## src/rtl/program_loader_pkg.sv

```systemverilog
// Shared types and constants for the byte-stream program loader.
package program_loader_pkg;

  typedef enum logic [2:0] {
    StIdle,
    StAddrH,
    StAddrL,
    StCntH,
    StCntL,
    StData,
    StWr,
    StCsum
  } state_e;

  localparam logic [7:0] HdrDefault = 8'hA5;

  localparam logic [1:0] ErrNone    = 2'd0;
  localparam logic [1:0] ErrCsum    = 2'd1;
  localparam logic [1:0] ErrTimeout = 2'd2;

endpackage

```

## src/rtl/program_loader_timeout.sv

```systemverilog
// Inter-byte idle timer: reloads on clear, counts down while running, flags the TIMEOUT-th idle cycle.
module program_loader_timeout #(
  parameter int unsigned TIMEOUT = 50000
) (
  input  logic i_clk,
  input  logic i_rst_n,
  input  logic i_clear,
  input  logic i_run,
  output logic o_expire
);

  localparam int unsigned CW = $clog2(TIMEOUT + 1);

  logic [CW-1:0] r_cnt;

  always_ff @(posedge i_clk or negedge i_rst_n) begin
    if (!i_rst_n) begin
      r_cnt <= CW'(TIMEOUT);
    end else if (i_clear) begin
      r_cnt <= CW'(TIMEOUT);
    end else if (i_run && (r_cnt != '0)) begin
      r_cnt <= r_cnt - CW'(1);
    end
  end

  // Reaching 1 while running means TIMEOUT idle cycles have elapsed since the last reload.
  assign o_expire = i_run && !i_clear && (r_cnt == CW'(1));

endmodule

```

## src/rtl/program_loader.sv

```systemverilog
// Framed byte-stream loader: assembles instruction words and writes them into program memory.
module program_loader
  import program_loader_pkg::*;
#(
  parameter int unsigned IA_W    = 16,
  parameter int unsigned ID_W    = 24,
  parameter logic [7:0]  HDR     = HdrDefault,
  parameter int unsigned TIMEOUT = 50000
) (
  input  logic            i_clk,
  input  logic            i_rst_n,
  input  logic [7:0]      i_rx_data,
  input  logic            i_rx_valid,
  output logic            o_rx_ready,
  output logic [IA_W-1:0] o_a,
  output logic            o_we,
  output logic [ID_W-1:0] o_di,
  output logic            o_cpu_hold,
  output logic            o_done,
  output logic            o_err,
  output logic [1:0]      o_err_code
);

  localparam int unsigned BPW = ID_W / 8;
  localparam int unsigned BW  = (BPW > 1) ? $clog2(BPW) : 1;

  state_e r_state, w_state_next;

  logic [IA_W-1:0] r_addr, r_a;
  logic [ID_W-1:0] r_word, r_di;
  logic [15:0]     r_rem;
  logic [7:0]      r_addr_h, r_cnt_h, r_sum;
  logic [BW-1:0]   r_bidx;
  logic [1:0]      r_err_code;
  logic            r_started, r_done, r_err;

  logic            w_accept, w_expire, w_run, w_clear, w_last_byte;
  logic [7:0]      w_sum_next;
  logic [ID_W-1:0] w_word_next;

  assign w_accept    = i_rx_valid && o_rx_ready;
  assign w_sum_next  = r_sum + i_rx_data;
  assign w_word_next = (r_word << 8) | ID_W'(i_rx_data);
  assign w_last_byte = (r_bidx == BW'(BPW - 1));
  assign w_run       = (r_state != StIdle) && (r_state != StWr);
  assign w_clear     = w_accept || (r_state == StIdle);

  program_loader_timeout #(
    .TIMEOUT (TIMEOUT)
  ) u_timeout (
    .i_clk    (i_clk),
    .i_rst_n  (i_rst_n),
    .i_clear  (w_clear),
    .i_run    (w_run),
    .o_expire (w_expire)
  );

  always_ff @(posedge i_clk or negedge i_rst_n) begin
    if (!i_rst_n) begin
      r_state <= StIdle;
    end else begin
      r_state <= w_state_next;
    end
  end

  always_comb begin
    w_state_next = r_state;
    if (w_expire) begin
      w_state_next = StIdle;
    end else begin
      unique case (r_state)
        StIdle:  if (w_accept && (i_rx_data == HDR)) w_state_next = StAddrH;
        StAddrH: if (w_accept) w_state_next = StAddrL;
        StAddrL: if (w_accept) w_state_next = StCntH;
        StCntH:  if (w_accept) w_state_next = StCntL;
        StCntL:  if (w_accept) w_state_next = ({r_cnt_h, i_rx_data} == 16'd0) ? StCsum : StData;
        StData:  if (w_accept && w_last_byte) w_state_next = StWr;
        StWr:    w_state_next = (r_rem == 16'd1) ? StCsum : StData;
        StCsum:  if (w_accept) w_state_next = StIdle;
        default: w_state_next = StIdle;
      endcase
    end
  end

  always_ff @(posedge i_clk or negedge i_rst_n) begin
    if (!i_rst_n) begin
      r_started  <= 1'b0;
      r_addr     <= '0;
      r_a        <= '0;
      r_word     <= '0;
      r_di       <= '0;
      r_rem      <= '0;
      r_addr_h   <= '0;
      r_cnt_h    <= '0;
      r_sum      <= '0;
      r_bidx     <= '0;
      r_done     <= 1'b0;
      r_err      <= 1'b0;
      r_err_code <= ErrNone;
    end else begin
      r_started <= 1'b1;
      r_done    <= 1'b0;
      r_err     <= 1'b0;
      if (w_accept) begin
        r_sum <= (r_state == StIdle) ? 8'd0 : w_sum_next;
      end
      if (w_expire) begin
        r_err      <= 1'b1;
        r_err_code <= ErrTimeout;
      end else begin
        case (r_state)
          StAddrH: if (w_accept) r_addr_h <= i_rx_data;
          StAddrL: if (w_accept) r_addr <= IA_W'({r_addr_h, i_rx_data});
          StCntH:  if (w_accept) r_cnt_h <= i_rx_data;
          StCntL: begin
            if (w_accept) begin
              r_rem  <= {r_cnt_h, i_rx_data};
              r_bidx <= '0;
            end
          end
          StData: begin
            if (w_accept) begin
              r_word <= w_word_next;
              if (w_last_byte) begin
                // Capture the write port here so A/DI stay put after the address advances.
                r_a    <= r_addr;
                r_di   <= w_word_next;
                r_bidx <= '0;
              end else begin
                r_bidx <= r_bidx + BW'(1);
              end
            end
          end
          StWr: begin
            r_addr <= r_addr + IA_W'(1);
            r_rem  <= r_rem - 16'd1;
          end
          StCsum: begin
            if (w_accept) begin
              if (w_sum_next == 8'd0) begin
                r_done     <= 1'b1;
                r_err_code <= ErrNone;
              end else begin
                r_err      <= 1'b1;
                r_err_code <= ErrCsum;
              end
            end
          end
          default: ;
        endcase
      end
    end
  end

  assign o_rx_ready = r_started && (r_state != StWr);
  assign o_we       = (r_state == StWr);
  assign o_a        = r_a;
  assign o_di       = r_di;
  assign o_cpu_hold = (r_state != StIdle);
  assign o_done     = r_done;
  assign o_err      = r_err;
  assign o_err_code = r_err_code;

endmodule

```

## config.mk

```make
export PLATFORM = sky130hd
export DESIGN_NAME = program_loader
export DESIGN_NICKNAME = d
export VERILOG_FILES = /design/src/rtl/program_loader_pkg.sv /design/src/rtl/program_loader_timeout.sv /design/src/rtl/program_loader.sv
export SDC_FILE = /design/constraint.sdc
export NUM_CORES = 1
export LEC_CHECK = 0
export ABC_AREA = 1
export CORE_MARGIN = 1.5
export CORE_UTILIZATION = 50
export DETAILED_ROUTE_END_ITERATION = 10
export GPL_TIMING_DRIVEN = 0
export PLACE_DENSITY = 0.7
export SETUP_SLACK_MARGIN = 0.02
export SLEW_MARGIN = 10
export SYNTH_ARGS = -nofsm -noshare
export SYNTH_HDL_FRONTEND = slang
export SYNTH_SLANG_ARGS = --single-unit
```

## constraint.sdc

```tcl
create_clock -name i_clk -period 4.2 [get_ports i_clk]
set_clock_uncertainty 0.15 [all_clocks]
set_input_delay 0.42 -clock i_clk [delete_from_list [all_inputs] [get_ports i_clk]]
set_output_delay 0.42 -clock i_clk [all_outputs]
set_load 0.02 [all_outputs]
```

==> results.yml <==
global_routing:
  grt_antenna_before_repair: 0
  grt_max_degree: 83
  grt_pass1_vias: 5924
  grt_usage: 0.256
  gr-total-overflow: 0
  grt_pass1_wl_mm: 29.6
yosys:
  yosysWarnings: 0
  yosysSeqAreaShare: 0.481
  synth_edf_count: 0
  synth_nets: 945
  syn_area_per_cell_um2: 7.82
  synth.distinct_cells: 42
  netlist_area_mm2: 0.00719
  syn_inst: 920
  synth-seq-cells: 138
  async_flop_share: 1.00
  synth_flop_cell: "dfrtp_1"
job:
  max-cap-violations: 0
final_layout:
  drive_gt1_frac: 0.0870
  diodes: 0
  area_growth_pct: 19.2
  postLayoutCoreUtil: 0.613
  finalNetCount: 1023
  design_area_mm2: 0.00857
  num-fill-cells: 1265
die:
  num_rows: 43
  die_y_um: 123
  die_w_um: 123
  core_area_mm2: 0.0140
  pin_count: 58
  die-area_mm2: 0.0151
  start_util: 0.514
route:
  ant_nets: 0
  dr_total_vias: 6246
  drt_iter0_drc: 513
  viasPerCell: 5.24
  wl_per_cell_um: 15.1
  post-route-drc-count: 0
  drt_pass1_iterations: 8
  drt_wl_total_mm: 18.0
critical_path:
  required_ps: 3630
  cp_data_arrival_time_ps: 2680
  worst-setup-path-type: "reg2out"
  critPathCaptureType: "output port"
  critPathLaunchType: "register"
  path_max_fanout: 10
worst_hold_path:
  min-delay-path-class: "reg2reg"
run_status:
  outcome: "complete, no violations"
timing:
  maxSlewViolCount: 0
  finalHoldViolCount: 0
  slew_headroom: 0.501
  setup_viol: 0
  finalWorstSetupSlack_ps: 953
  fmax_mhz: 308
  whs_ps: 331
  layout_min_cycle_time_ps: 3250
  fin_crit_sh: 0.773
  worst-slew-pin-transition_ps: 749
  rsz0062_at_grt: "no"
  final.setup.tns_ps: 0
placed_design:
  dpl_cell_area_mm2: 0.00802
  hpwl_mm: 12.7
  io_buffer_count: 57
  globalplace.congestion: 0.907
  post-place-ws_ps: 1200
clocking:
  cts_sinks: 138
  cts_root_buf: "clkbuf_16"
  clk_pin_slew_ps: 50
  cts.path.max_buffers: 2
  cts_tree: "built"
  htreeDepth: 4
  cts_made_buffers: 17
  clk_latency_ps: 420
  hold_buffers: 1
  cts-resized-gates: 0
  post-cts-setup-buffers: 0
power_and_ir_drop:
  leakagePower_nw: 4.16
  vdd_drop_max_uv: 466
  pwr_density_cell_mw_per_mm2: 741
-- cells by family (layout without fill, tap and decap cells) --
kind of cell / count (synthesis) / count (layout) / share of synthesized area
and+or+nand+nor: 435 / 435 / 0.262
AOI/OAI and AO/OA: 162 / 162 / 0.121
buffers and inverters: 151 / 242 / 0.0871
DFF: 138 / 138 / 0.481
xor gates and xnor gates: 19 / 19 / 0.0231
adders and majority gates: 14 / 14 / 0.0254
other: 1 / 1 / 0.000521
-- Yosys cell counts (10+ instances only) --
cell | number | area (um^2)
inv_1 | 112 | 420
nor3_1 | 12 | 60.1
nand2_1 | 198 | 743
ha_1 | 13 | 163
nor2_1 | 119 | 447
nand4_1 | 17 | 106
nand3_1 | 65 | 325
xor2_1 | 10 | 87.6
o21ai_0 | 81 | 405
dfrtp_1 | 132 | 3300
a21oi_1 | 57 | 285
buf_2 | 20 | 100
-- per-stage QoR --
| stage | instances | power, mW |
|---|---|---|
| 6_report | 1191 | 6.35 |
| 5_1_grt | 1191 | 6.82 |
| 4_1_cts | 1191 | 6.36 |
| 3_5_place_dp | 1158 | 4.95 |
| 3_3_place_gp | 1157 | 4.90 |
| 2_1_floorplan | 920 | 4.03 |
-- worst max-delay path, stage by stage, from the launching register on --
cell             delay, ps
dfrtp_1                350
buf_4                  210
nand2_1                110
nor2_1                 520
buf_2                  410
clkdlybuf4s50_1        660
-- registers in the layout, summed over array words and instances (netlist names) --
name and cells:
r_sum 8, o_di 24, o_a 16, r_word 16
o_done 1, o_err_code 2, u_timeout.r_cnt 16, r_cnt_h 8
r_state 3, r_started 1, o_err 1, r_addr_h 8
r_rem 16, r_addr 16, r_bidx 2
-- layer usage --
metal | vias up | global-route usage | wire length (um)
li1 | 3127 | - | -
met1 | 2935 | 0.368 | 8400
met2 | 168 | 0.394 | 8130
met3 | 16 | 0.0526 | 1180
met4 | 0 | 0.0741 | 269
met5 | - | 0 | 0
-- path summary, 6_finish.rpt --
path	startpoint	end	slack (ps)	cells past startpoint
worst max-delay path	r_state[1]	o_we	950	5
worst min-delay path	r_word[14]	o_di[22]	330	2
worst max register to register	r_state[1]	r_addr[11]	1830	7
worst min register to register	r_word[14]	o_di[22]	330	2
max in group asynchronous	i_rst_n	r_addr[5]	2680	3
min in group asynchronous	i_rst_n	o_di[21]	470	2
-- cell usage in the layout, fill, tap and decap left out, drive strengths merged --
cell type / count
dlygate4sd3: 1
o21bai: 1
and2: 1
a31oi: 5
clkbuf: 29
xnor2: 9
o21ai: 82
o22ai: 4
inv: 119
dfrtp: 132
nand4: 17
nor2: 125
o211ai: 5
nor4: 1
o31ai: 2
conb: 1
a22o: 5
fa: 1
and3: 2
nor3: 13
a21oi: 57
a21o: 1
nand3: 67
bufinv: 1
or2: 1
xor2: 10
dfstp: 6
ha: 13
nand3b: 2
nor3b: 1
clkinv: 3
buf: 30
nand2: 205
clkdlybuf4s50: 56
clkinvlp: 3
-- power by group --
part,switching (mW),internal [mW],leakage [nW]
registers,0.402,1.93,1.67
logic,1.59,1.04,2.24
clock network,0.545,0.842,0.257
total,2.53,3.82,4.16
-- layout make-up --
class                           instances  area, um^2  area share
Timing Repair Buffer                   59         609      0.0711
Clock buffer                           25         475      0.0555
Clock inverter                          7        67.6     0.00788
Buffer                                 32         180      0.0210
Sequential cell                       138        3460       0.404
Inverter                              119         447      0.0521
Multi-Input combinational cell        631        3110       0.362
Tap cell                              180         225      0.0263
Note: power is estimated with default switching activity, not from simulation.
